File: src/rtl/mem_arb_pkg.sv
`default_nettype none
// ============================================================================
// Module      : mem_arb_pkg
// Description : Shared types and sizes for the two-port memory arbiter.
//               Holds the arbiter FSM state encoding and the bus widths.
// Revision    : 1.0 - initial release
// ============================================================================
package mem_arb_pkg;

  localparam int NUM_PORTS = 2;
  localparam int ADDR_W    = 32;
  localparam int DATA_W    = 16;
  localparam int OFFS_W    = 2;

  typedef enum logic [1:0] {
    ST_IDLE  = 2'd0,
    ST_ISSUE = 2'd1,
    ST_WAIT  = 2'd2,
    ST_XFER  = 2'd3
  } arb_state_t;

endpackage : mem_arb_pkg
`default_nettype wire

File: src/rtl/mem_arbiter_2p_if.sv
`default_nettype none
// ============================================================================
// Module      : mem_arbiter_2p_if
// Description : Bus bundle between two caches, main memory and the arbiter.
//   slave  modport : arbiter side (takes cache requests / memory responses,
//                    drives routed data, memory request, grant and busy).
//   master modport : environment side (caches and main memory).
//   Signals per cache N: pN_req, pN_wren, pN_address, pN_to_mem (to arbiter),
//   pN_from_mem, pN_offset, pN_ready (from arbiter).
//   Memory: mem_req, mem_wren, mem_address, to_mem (from arbiter),
//   from_mem, mem_offset, mem_ready (to arbiter). Status: grant, busy.
// Revision    : 1.0 - initial release
// ============================================================================
interface mem_arbiter_2p_if;
  import mem_arb_pkg::*;

  logic              p0_req;
  logic              p0_wren;
  logic [ADDR_W-1:0] p0_address;
  logic [DATA_W-1:0] p0_to_mem;
  logic [DATA_W-1:0] p0_from_mem;
  logic [OFFS_W-1:0] p0_offset;
  logic              p0_ready;

  logic              p1_req;
  logic              p1_wren;
  logic [ADDR_W-1:0] p1_address;
  logic [DATA_W-1:0] p1_to_mem;
  logic [DATA_W-1:0] p1_from_mem;
  logic [OFFS_W-1:0] p1_offset;
  logic              p1_ready;

  logic              mem_req;
  logic              mem_wren;
  logic [ADDR_W-1:0] mem_address;
  logic [DATA_W-1:0] to_mem;
  logic [DATA_W-1:0] from_mem;
  logic [OFFS_W-1:0] mem_offset;
  logic              mem_ready;

  logic [NUM_PORTS-1:0] grant;
  logic                 busy;

  modport slave (
    input  p0_req, p0_wren, p0_address, p0_to_mem,
    input  p1_req, p1_wren, p1_address, p1_to_mem,
    input  from_mem, mem_offset, mem_ready,
    output p0_from_mem, p0_offset, p0_ready,
    output p1_from_mem, p1_offset, p1_ready,
    output mem_req, mem_wren, mem_address, to_mem,
    output grant, busy
  );

  modport master (
    output p0_req, p0_wren, p0_address, p0_to_mem,
    output p1_req, p1_wren, p1_address, p1_to_mem,
    output from_mem, mem_offset, mem_ready,
    input  p0_from_mem, p0_offset, p0_ready,
    input  p1_from_mem, p1_offset, p1_ready,
    input  mem_req, mem_wren, mem_address, to_mem,
    input  grant, busy
  );

endinterface : mem_arbiter_2p_if
`default_nettype wire

File: src/rtl/rr_pick2.sv
`default_nettype none
// ============================================================================
// Module      : rr_pick2
// Description : Two-way round-robin selector (purely combinational).
//   pending_i [1:0] : ports with an outstanding request
//   last_i    [0:0] : index of the port served most recently
//   pick_o    [1:0] : one-hot winner, 2'b00 when nothing is pending
// Revision    : 1.0 - initial release
// ============================================================================
module rr_pick2 (
  input  logic [1:0] pending_i,
  input  logic [0:0] last_i,
  output logic [1:0] pick_o
);

  // A single pending bit is already one-hot; only a tie needs the history.
  always_comb begin
    pick_o = pending_i;
    if (&pending_i) begin
      pick_o = last_i[0] ? 2'b01 : 2'b10;
    end
  end

endmodule : rr_pick2
`default_nettype wire

File: src/rtl/mem_arbiter_2p.sv
`default_nettype none
// ============================================================================
// Module      : mem_arbiter_2p
// Description : Round-robin arbiter sharing one burst memory between two
//               caches. Request pulses are captured into pending bits and
//               hold registers; the FSM (IDLE/ISSUE/WAIT/XFER) issues one
//               mem_req per burst and routes the burst to the granted port.
//   clk  : system clock, rising edge
//   rst  : asynchronous active-high reset
//   bus  : mem_arbiter_2p_if.slave (cache, memory, grant and busy signals)
// Revision    : 1.0 - initial release
// ============================================================================
module mem_arbiter_2p
  import mem_arb_pkg::*;
(
  input  logic            clk,
  input  logic            rst,
  mem_arbiter_2p_if.slave bus
);

  arb_state_t           state_q;
  logic [NUM_PORTS-1:0] pending_q;
  logic [NUM_PORTS-1:0] pending_d;
  logic [NUM_PORTS-1:0] grant_q;
  logic [NUM_PORTS-1:0] hold_wren_q;
  logic [ADDR_W-1:0]    hold_addr_q [NUM_PORTS];
  logic                 last_q;
  logic                 mem_req_q;
  logic                 busy_q;

  logic [NUM_PORTS-1:0] w_req;
  logic [NUM_PORTS-1:0] w_wren;
  logic [ADDR_W-1:0]    w_addr [NUM_PORTS];
  logic [NUM_PORTS-1:0] w_cap;
  logic [NUM_PORTS-1:0] w_clr;
  logic [NUM_PORTS-1:0] w_route;
  logic [NUM_PORTS-1:0] w_pick;
  logic                 w_done;
  logic                 w_burst_phase;

  assign w_req     = {bus.p1_req,  bus.p0_req};
  assign w_wren    = {bus.p1_wren, bus.p0_wren};
  assign w_addr[0] = bus.p0_address;
  assign w_addr[1] = bus.p1_address;

  // Falling mem_ready while transferring closes the burst.
  assign w_done        = (state_q == ST_XFER) && !bus.mem_ready;
  // Memory responses are only meaningful once the request has been issued.
  assign w_burst_phase = (state_q == ST_WAIT) || (state_q == ST_XFER);

  // A request is taken only when its port has nothing pending, so the first
  // capture wins. Clearing one port never masks a capture on the other.
  generate
    for (genvar n = 0; n < NUM_PORTS; n++) begin : g_port
      assign w_cap[n]     = w_req[n] & ~pending_q[n];
      assign w_clr[n]     = w_done & grant_q[n];
      assign pending_d[n] = w_cap[n] | (pending_q[n] & ~w_clr[n]);
      assign w_route[n]   = grant_q[n] & w_burst_phase;
    end
  endgenerate

  always_ff @(posedge clk or posedge rst) begin
    if (rst) begin
      pending_q   <= '0;
      hold_wren_q <= '0;
      for (int n = 0; n < NUM_PORTS; n++) begin
        hold_addr_q[n] <= '0;
      end
    end else begin
      pending_q <= pending_d;
      for (int n = 0; n < NUM_PORTS; n++) begin
        if (w_cap[n]) begin
          hold_wren_q[n] <= w_wren[n];
          hold_addr_q[n] <= w_addr[n];
        end
      end
    end
  end

  rr_pick2 u_pick (
    .pending_i (pending_q),
    .last_i    (last_q),
    .pick_o    (w_pick)
  );

  always_ff @(posedge clk or posedge rst) begin
    if (rst) begin
      state_q   <= ST_IDLE;
      grant_q   <= '0;
      last_q    <= 1'b1;
      mem_req_q <= 1'b0;
      busy_q    <= 1'b0;
    end else begin
      case (state_q)
        ST_IDLE: begin
          if (|pending_q) begin
            grant_q   <= w_pick;
            mem_req_q <= 1'b1;
            busy_q    <= 1'b1;
            state_q   <= ST_ISSUE;
          end
        end
        ST_ISSUE: begin
          mem_req_q <= 1'b0;
          state_q   <= ST_WAIT;
        end
        ST_WAIT: begin
          if (bus.mem_ready) begin
            state_q <= ST_XFER;
          end
        end
        ST_XFER: begin
          if (!bus.mem_ready) begin
            last_q  <= grant_q[1];
            grant_q <= '0;
            busy_q  <= 1'b0;
            state_q <= ST_IDLE;
          end
        end
        default: begin
          grant_q   <= '0;
          mem_req_q <= 1'b0;
          busy_q    <= 1'b0;
          state_q   <= ST_IDLE;
        end
      endcase
    end
  end

  // grant_q is one-hot or zero, so an AND-OR mux yields 0 when idle.
  assign bus.mem_req     = mem_req_q;
  assign bus.busy        = busy_q;
  assign bus.grant       = grant_q;
  assign bus.mem_wren    = |(grant_q & hold_wren_q);
  assign bus.mem_address = ({ADDR_W{grant_q[0]}} & hold_addr_q[0])
                         | ({ADDR_W{grant_q[1]}} & hold_addr_q[1]);
  assign bus.to_mem      = ({DATA_W{grant_q[0]}} & bus.p0_to_mem)
                         | ({DATA_W{grant_q[1]}} & bus.p1_to_mem);

  assign bus.p0_ready    = bus.mem_ready & w_route[0];
  assign bus.p1_ready    = bus.mem_ready & w_route[1];
  assign bus.p0_offset   = bus.mem_offset & {OFFS_W{w_route[0]}};
  assign bus.p1_offset   = bus.mem_offset & {OFFS_W{w_route[1]}};
  assign bus.p0_from_mem = bus.from_mem & {DATA_W{w_route[0]}};
  assign bus.p1_from_mem = bus.from_mem & {DATA_W{w_route[1]}};

endmodule : mem_arbiter_2p
`default_nettype wire

File: src/flat_wrapper.sv
// flat-port wrapper written by rule: the top's interface ports become plain ports
module mem_arbiter_2p_flat import mem_arb_pkg::*;
  (clk, rst, bus_p0_req, bus_p0_wren, bus_p0_address, bus_p0_to_mem, bus_p1_req, bus_p1_wren, bus_p1_address, bus_p1_to_mem, bus_from_mem, bus_mem_offset, bus_mem_ready, bus_p0_from_mem, bus_p0_offset, bus_p0_ready, bus_p1_from_mem, bus_p1_offset, bus_p1_ready, bus_mem_req, bus_mem_wren, bus_mem_address, bus_to_mem, bus_grant, bus_busy);
  mem_arbiter_2p_if bus_i ();
  input  logic clk;
  input  logic rst;
  input wire logic [$bits(bus_i.p0_req)-1:0] bus_p0_req;
  input wire logic [$bits(bus_i.p0_wren)-1:0] bus_p0_wren;
  input wire logic [$bits(bus_i.p0_address)-1:0] bus_p0_address;
  input wire logic [$bits(bus_i.p0_to_mem)-1:0] bus_p0_to_mem;
  input wire logic [$bits(bus_i.p1_req)-1:0] bus_p1_req;
  input wire logic [$bits(bus_i.p1_wren)-1:0] bus_p1_wren;
  input wire logic [$bits(bus_i.p1_address)-1:0] bus_p1_address;
  input wire logic [$bits(bus_i.p1_to_mem)-1:0] bus_p1_to_mem;
  input wire logic [$bits(bus_i.from_mem)-1:0] bus_from_mem;
  input wire logic [$bits(bus_i.mem_offset)-1:0] bus_mem_offset;
  input wire logic [$bits(bus_i.mem_ready)-1:0] bus_mem_ready;
  output wire logic [$bits(bus_i.p0_from_mem)-1:0] bus_p0_from_mem;
  output wire logic [$bits(bus_i.p0_offset)-1:0] bus_p0_offset;
  output wire logic [$bits(bus_i.p0_ready)-1:0] bus_p0_ready;
  output wire logic [$bits(bus_i.p1_from_mem)-1:0] bus_p1_from_mem;
  output wire logic [$bits(bus_i.p1_offset)-1:0] bus_p1_offset;
  output wire logic [$bits(bus_i.p1_ready)-1:0] bus_p1_ready;
  output wire logic [$bits(bus_i.mem_req)-1:0] bus_mem_req;
  output wire logic [$bits(bus_i.mem_wren)-1:0] bus_mem_wren;
  output wire logic [$bits(bus_i.mem_address)-1:0] bus_mem_address;
  output wire logic [$bits(bus_i.to_mem)-1:0] bus_to_mem;
  output wire logic [$bits(bus_i.grant)-1:0] bus_grant;
  output wire logic [$bits(bus_i.busy)-1:0] bus_busy;
  assign bus_i.p0_req = bus_p0_req;
  assign bus_i.p0_wren = bus_p0_wren;
  assign bus_i.p0_address = bus_p0_address;
  assign bus_i.p0_to_mem = bus_p0_to_mem;
  assign bus_i.p1_req = bus_p1_req;
  assign bus_i.p1_wren = bus_p1_wren;
  assign bus_i.p1_address = bus_p1_address;
  assign bus_i.p1_to_mem = bus_p1_to_mem;
  assign bus_i.from_mem = bus_from_mem;
  assign bus_i.mem_offset = bus_mem_offset;
  assign bus_i.mem_ready = bus_mem_ready;
  assign bus_p0_from_mem = bus_i.p0_from_mem;
  assign bus_p0_offset = bus_i.p0_offset;
  assign bus_p0_ready = bus_i.p0_ready;
  assign bus_p1_from_mem = bus_i.p1_from_mem;
  assign bus_p1_offset = bus_i.p1_offset;
  assign bus_p1_ready = bus_i.p1_ready;
  assign bus_mem_req = bus_i.mem_req;
  assign bus_mem_wren = bus_i.mem_wren;
  assign bus_mem_address = bus_i.mem_address;
  assign bus_to_mem = bus_i.to_mem;
  assign bus_grant = bus_i.grant;
  assign bus_busy = bus_i.busy;
  mem_arbiter_2p u_core (.clk(clk), .rst(rst), .bus(bus_i));
endmodule
File: config.mk
export PLATFORM = sky130hd
export DESIGN_NAME = mem_arbiter_2p_flat
export DESIGN_NICKNAME = d
export VERILOG_FILES = /design/src/rtl/mem_arb_pkg.sv /design/src/rtl/mem_arbiter_2p_if.sv /design/src/rtl/rr_pick2.sv /design/src/rtl/mem_arbiter_2p.sv /design/src/flat_wrapper.sv
export SDC_FILE = /design/constraint.sdc
export NUM_CORES = 1
export LEC_CHECK = 0
export BUFFER_PORTS_ARGS = -buffer_cell sky130_fd_sc_hd__buf_2
export CORE_ASPECT_RATIO = 0.6
export CORE_UTILIZATION = 40
export CTS_BUF_LIST = sky130_fd_sc_hd__clkbuf_4
export DETAILED_ROUTE_END_ITERATION = 7
export GPL_ROUTABILITY_DRIVEN = 0
export PLACE_DENSITY = 0.81
export RECOVER_POWER = 25
export SLEW_MARGIN = 20
export SYNTH_ARGS = -nofsm -noshare
export SYNTH_HDL_FRONTEND = slang
export SYNTH_SLANG_ARGS = --single-unit
File: constraint.sdc
create_clock -name clk -period 4 [get_ports clk]
set_input_delay 0.4 -clock clk [delete_from_list [all_inputs] [get_ports clk]]
set_output_delay 0.4 -clock clk [all_outputs]
set_load 0.02 [all_outputs]
Yosys cells after proc, flatten, opt, wreduce, memory -nomap -nowiden
Cells that the tools add are included.

Bits in registers: 75. Word-level logic and storage cells: 69.

Eq/ne operators: 6. Bitwise gates (word level): 28. Mux-type cells: 12. Reductions and logical operators: 13.

Operators with widths (count): $and 16x16->16 (4); $and 32x32->32 (2); $or 32x32->32 (1); $or 16x16->16 (1); $mux 2 (6); $and 1x1->1 (10); $pmux 2 s4 (1); $and 2x2->2 (3); $reduce_and 2->1 (3); $reduce_and 3->1 (2); $not 1->1 (5); $eq 2x2->1 const B (2); $ne 2x2->1 const B (2); $pmux 1 s2 (2); $pmux 2 s2 (1); $reduce_bool 2->1 (2); $reduce_or 2->1 (2); $eq 2x1->1 const B (1); $logic_not 2->1 (1); $mux 1 (2); $ne 2x1->1 const B (1); $or 1x1->1 (2); $logic_and 1x1->1 (1); $logic_not 1->1 (1); $logic_or 1x1->1 (1).

Logic depth before layout (Yosys ltp)
Depth in word-level cells: 6. Depth in mapped cells: 6.

By module
From an unflattened synthesis, not the netlist that was laid out.

Cell total of the unflattened synthesis: 294. Area total of the unflattened synthesis: 3749.8 um^2.

Modules (own cells, without submodules): mem_arbiter_2p (instances 1, cells an instance 291, area an instance 3731.1 um^2); rr_pick2 (instances 1, cells an instance 3, area an instance 18.8 um^2).

Least setup slack after synthesis
OpenSTA, ideal clock, no wires.

Path type: register -> register. Start point: register u_core.state_q[1]. End point: register u_core.state_q[1]. Arrival time: 1.525 ns. Path slack: 2.351 ns. Stages on the path, launching flop included: 6. Period minus slack after synthesis: 1.649 ns. Cells stage by stage: dfrtp_1 clkbuf_1 inv_1 ha_1 a221oi_2 mux2_2.

Word-level cells in the longest chain between the ends: 3.

RTL lines: start: declaration (RTL line mem_arbiter_2p.sv:21) `arb_state_t state_q;`; start signal: assignment (RTL line mem_arbiter_2p.sv:88) `state_q <= ST_IDLE;`; start signal: assignment (RTL line mem_arbiter_2p.sv:100) `state_q <= ST_ISSUE;`; start signal: assignment (RTL line mem_arbiter_2p.sv:105) `state_q <= ST_WAIT;`; $eq 2x2->1 or $logic_not 2->1 (tied branches) (RTL line mem_arbiter_2p.sv:94) `case (state_q)`; $ne 2x2->1 (no source line) or $ne 2x1->1 (tied branches); $reduce_and 3->1 (no source line).

Several ways; a longest one is shown, not always the timed one. A chain may end at the register's enable or synchronous reset.

Final worst setup path
Start point: register u_core.pending_q[0]. End point: register u_core.hold_addr_q[41] in the netlist's numbering.

Word-level cells in the longest chain between the ends: 2.

RTL lines: start: declaration (RTL line mem_arbiter_2p.sv:22) `logic [NUM_PORTS-1:0] pending_q;`; start signal: assignment (RTL line mem_arbiter_2p.sv:70) `pending_q <= pending_d;`; $not 1->1 (RTL line mem_arbiter_2p.sv:55) `assign w_cap[n] = w_req[n] & ~pending_q[n];`; $and 1x1->1 (RTL line mem_arbiter_2p.sv:55); end signal: indexed assignment (RTL line mem_arbiter_2p.sv:74) `hold_addr_q[n] <= w_addr[n];`; end: declaration (RTL line mem_arbiter_2p.sv:26) `logic [ADDR_W-1:0] hold_addr_q [NUM_PORTS];`.

No other way between the ends.

==> flow_summary.toml <==
[finish]
diodes = 0
final_common_cell = "buf_2"
seq_area_um2 = 1890
area.growth.synth_to_final_pct = 29.7
layout.cells.most_common_list = "buf_2 (209), dfrtp_1 (72), a22o_1 (49), and3_1 (38), mux2_4 (37)"
final_layout_size_suffix_gt1_share_pct = 60.4
multi_input_area_um2 = 1770
stdcell_count = 623
fillers = 853
nets = 613

[power]
peakVddDrop_v = 0.000380
sw_frac_of_total_pct = 39.8
power_switching_mw = 1.47
pwr-share-clk_pct = 12.5
power_leakage_nw = 2.83
power_density_nw_per_um2 = 726
p_comb_share_pct = 46.0
internal_power_mw = 2.22
sequentialPowerShare_pct = 41.5

[route]
vias_per_cell = 5.08
routedWlPerCell_um = 16.9
drc = 0
first_iter_violations = 97
ant_nets = 0
firstDrtPassIters = 6
vias = 3167
routed_wl_mm = 10.5

[synth]
synth.mux.area_fraction_pct = 25.3
synthAdderAreaFrac_pct = 1.28
syn-num-nets = 414
synthesis.area_um2 = 3920
yosys_warnings = 0
synth_cell_types = 24
synth_top_family_by_area = "multiplexers"
synth_seq_cells = 75
synth_cells = 289
synth_compound_area_share_pct = 13.3
dominantRegCellSynth = "dfrtp_1"
yosys.area_share.xor_xnor_pct = 0
async_flop_share_pct = 100
synth_edf_count = 0
ys_seq_area_share_pct = 47.9
synth_simple_gate_area_share_pct = 7.53
syn_avg_cell_area_um2 = 13.6

[clock_network]
cts_buffers = 9
insertion_delay_ns = 0.42
cts_sinks = 75
cts_tree = "done"
cts_resized = 0
post_cts_buffers = 0
cts_root_buffer = "clkbuf_4"
clk_path_buf_depth = 2
cts_hold_buf = 1
clk_pin_slew_worst_paths_ns = 0.12
cts_htree_levels = 3

[min_path]
hold_path.class = "in2reg"

[timing]
period_share_pct = 64.9
finalHoldViolCount = 0
tns_ns = 0
finalMaxSlewViolations = 15
setup_viol = 0
maxSlewHeadroom_pct = -10.4
rsz0062_at_grt = "false"
max_freq_ghz = 0.385
finClkSkew_ns = 0.00746
period_needed_ns = 2.59
worst_slew_pin_slew_ns = 1.65

[flow_run]
maxCapViolCount = 1

[floorplan]
core-area_um2 = 9360
fp.dieW_um = 130
fp-row-count = 27
start_util_pct = 41.9
io_pins = 212
die-area_um2 = 10200
die_h_um = 78.7

[worst_setup_path]
worstSetupPathType = "reg2reg"
worst-r2r-setup-slack_ns = 1.41
worstPathMaxFanout = 19
max_stage_delay_ns = 1.10
required_ns = 4.30
cp_slowest_cell = "nor2b_1"
crit_arrival_ns = 2.90
cp-end-kind = "flip-flop"
cp_cell_sequence = "nor2b_1, buf_4, mux2_4"
startpoint_type = "flip-flop"

[global_route]
grt_use_total_pct = 20.8
grt_max_degree = 73
grt_pass1_wl_mm = 16.1
grt_pass1_vias = 3145
grt_overflow = 0
antenna_found_initial = 0

[outcome]
violations = "max-capacitance violations, max-slew violations"
status = "finished, violations left"

[placed_design]
io_buffers = 211
dp.cells = 606
post-dp-hpwl_mm = 7.55
-- worst max-delay path, delay by kind of cell, from the launching register on --
family | cells | cell delay (ns)
muxes | 1 | 0.34
and+or+nand+nor | 1 | 1.10
DFF | 1 | 0.48
buffers and inverters | 1 | 0.54
-- stage by stage --
stage               hold slack, ns  cell area, um^2  worst slack, ns  power [mW]  utilization (%)
floorplan                    0.482             3920             1.69        2.79                -
global placement             0.457             5010             1.83        3.24             53.6
detailed placement           0.483             5040             1.83        3.33             53.9
CTS                          0.166             5190             1.46        3.81             55.4
global route                 0.153             5080             1.08        3.94             54.3
finish                       0.207             5080             1.41        3.69             54.3
-- path summary, 6_finish.rpt --
path,end,startpoint,cells past startpoint
max,u_core.hold_addr_q[41],u_core.pending_q[0],3
min,u_core.hold_addr_q[23],bus_p1_address[23],2
max reg2reg,u_core.hold_addr_q[41],u_core.pending_q[0],3
min reg2reg,u_core.bus.busy,u_core.bus.busy,1
max in group asynchronous,u_core.hold_addr_q[31],rst,4
min in group asynchronous,u_core.hold_addr_q[58],rst,3
-- cells in the mapped netlist (2+ instances only) --
| cell type | instances | area [um^2] |
|---|---|---|
| dfrtp_1 | 74 | 1850 |
| ha_1 | 4 | 50.1 |
| mux2_2 | 8 | 90.1 |
| inv_1 | 5 | 18.8 |
| mux2_4 | 60 | 901 |
| a31oi_1 | 2 | 12.5 |
| buf_6 | 8 | 90.1 |
| nor2_1 | 4 | 15.0 |
| and3_1 | 38 | 238 |
| a32o_1 | 2 | 20.0 |
| a22o_1 | 49 | 429 |
| o21ai_0 | 2 | 10.0 |
| clkbuf_1 | 20 | 75.1 |
| nor2b_1 | 3 | 18.8 |
-- sequential cells by signal, indices dropped and copies added, names as in the netlist --
register / count
u_core.hold_addr_q: 64
u_core.bus.grant: 2
u_core.hold_wren_q: 2
u_core.pending_q: 2
u_core.state_q: 2
u_core.bus.busy: 1
u_core.bus.mem_req: 1
u_core.last_q: 1
-- metal layers --
| layer | vias up | wire length [um] | GRT usage [%] |
|---|---|---|---|
| met4 | 0 | 170 | 6.05 |
| met1 | 1534 | 4730 | 26.7 |
| met2 | 137 | 4890 | 34.0 |
| li1 | 1480 | - | - |
| met5 | - | 0 | 0 |
| met3 | 16 | 728 | 5.79 |
-- area by class of cell --
cell class	instances	share of cell area, %
timing repair buffer	216	21.9
clock buffer	11	1.62
tap	130	3.20
inverter	5	0.369
multi-input combinational	181	34.8
sequential	75	37.1
clock inverter	5	1.03
-- power groups by stage --
stage / combinational (mW) / sequential, mW / clock, mW
6_report: 1.70 / 1.53 / 0.462
5_1_grt: 1.82 / 1.60 / 0.520
4_1_cts: 1.79 / 1.54 / 0.484
3_5_place_dp: 1.77 / 1.55 / 0
3_3_place_gp: 1.73 / 1.51 / 0
2_1_floorplan: 1.47 / 1.32 / 0
-- logic make-up after synthesis --
| group | count (synthesis) |
|---|---|
| adder cells (fa/ha/maj) | 4 |
| buffers and inverters | 33 |
| AO/OA/AOI/OAI | 60 |
| multiplexers | 68 |
| flip-flops | 75 |
| AND/OR/NAND/NOR | 49 |
Note: power is estimated with default switching activity, not from simulation.
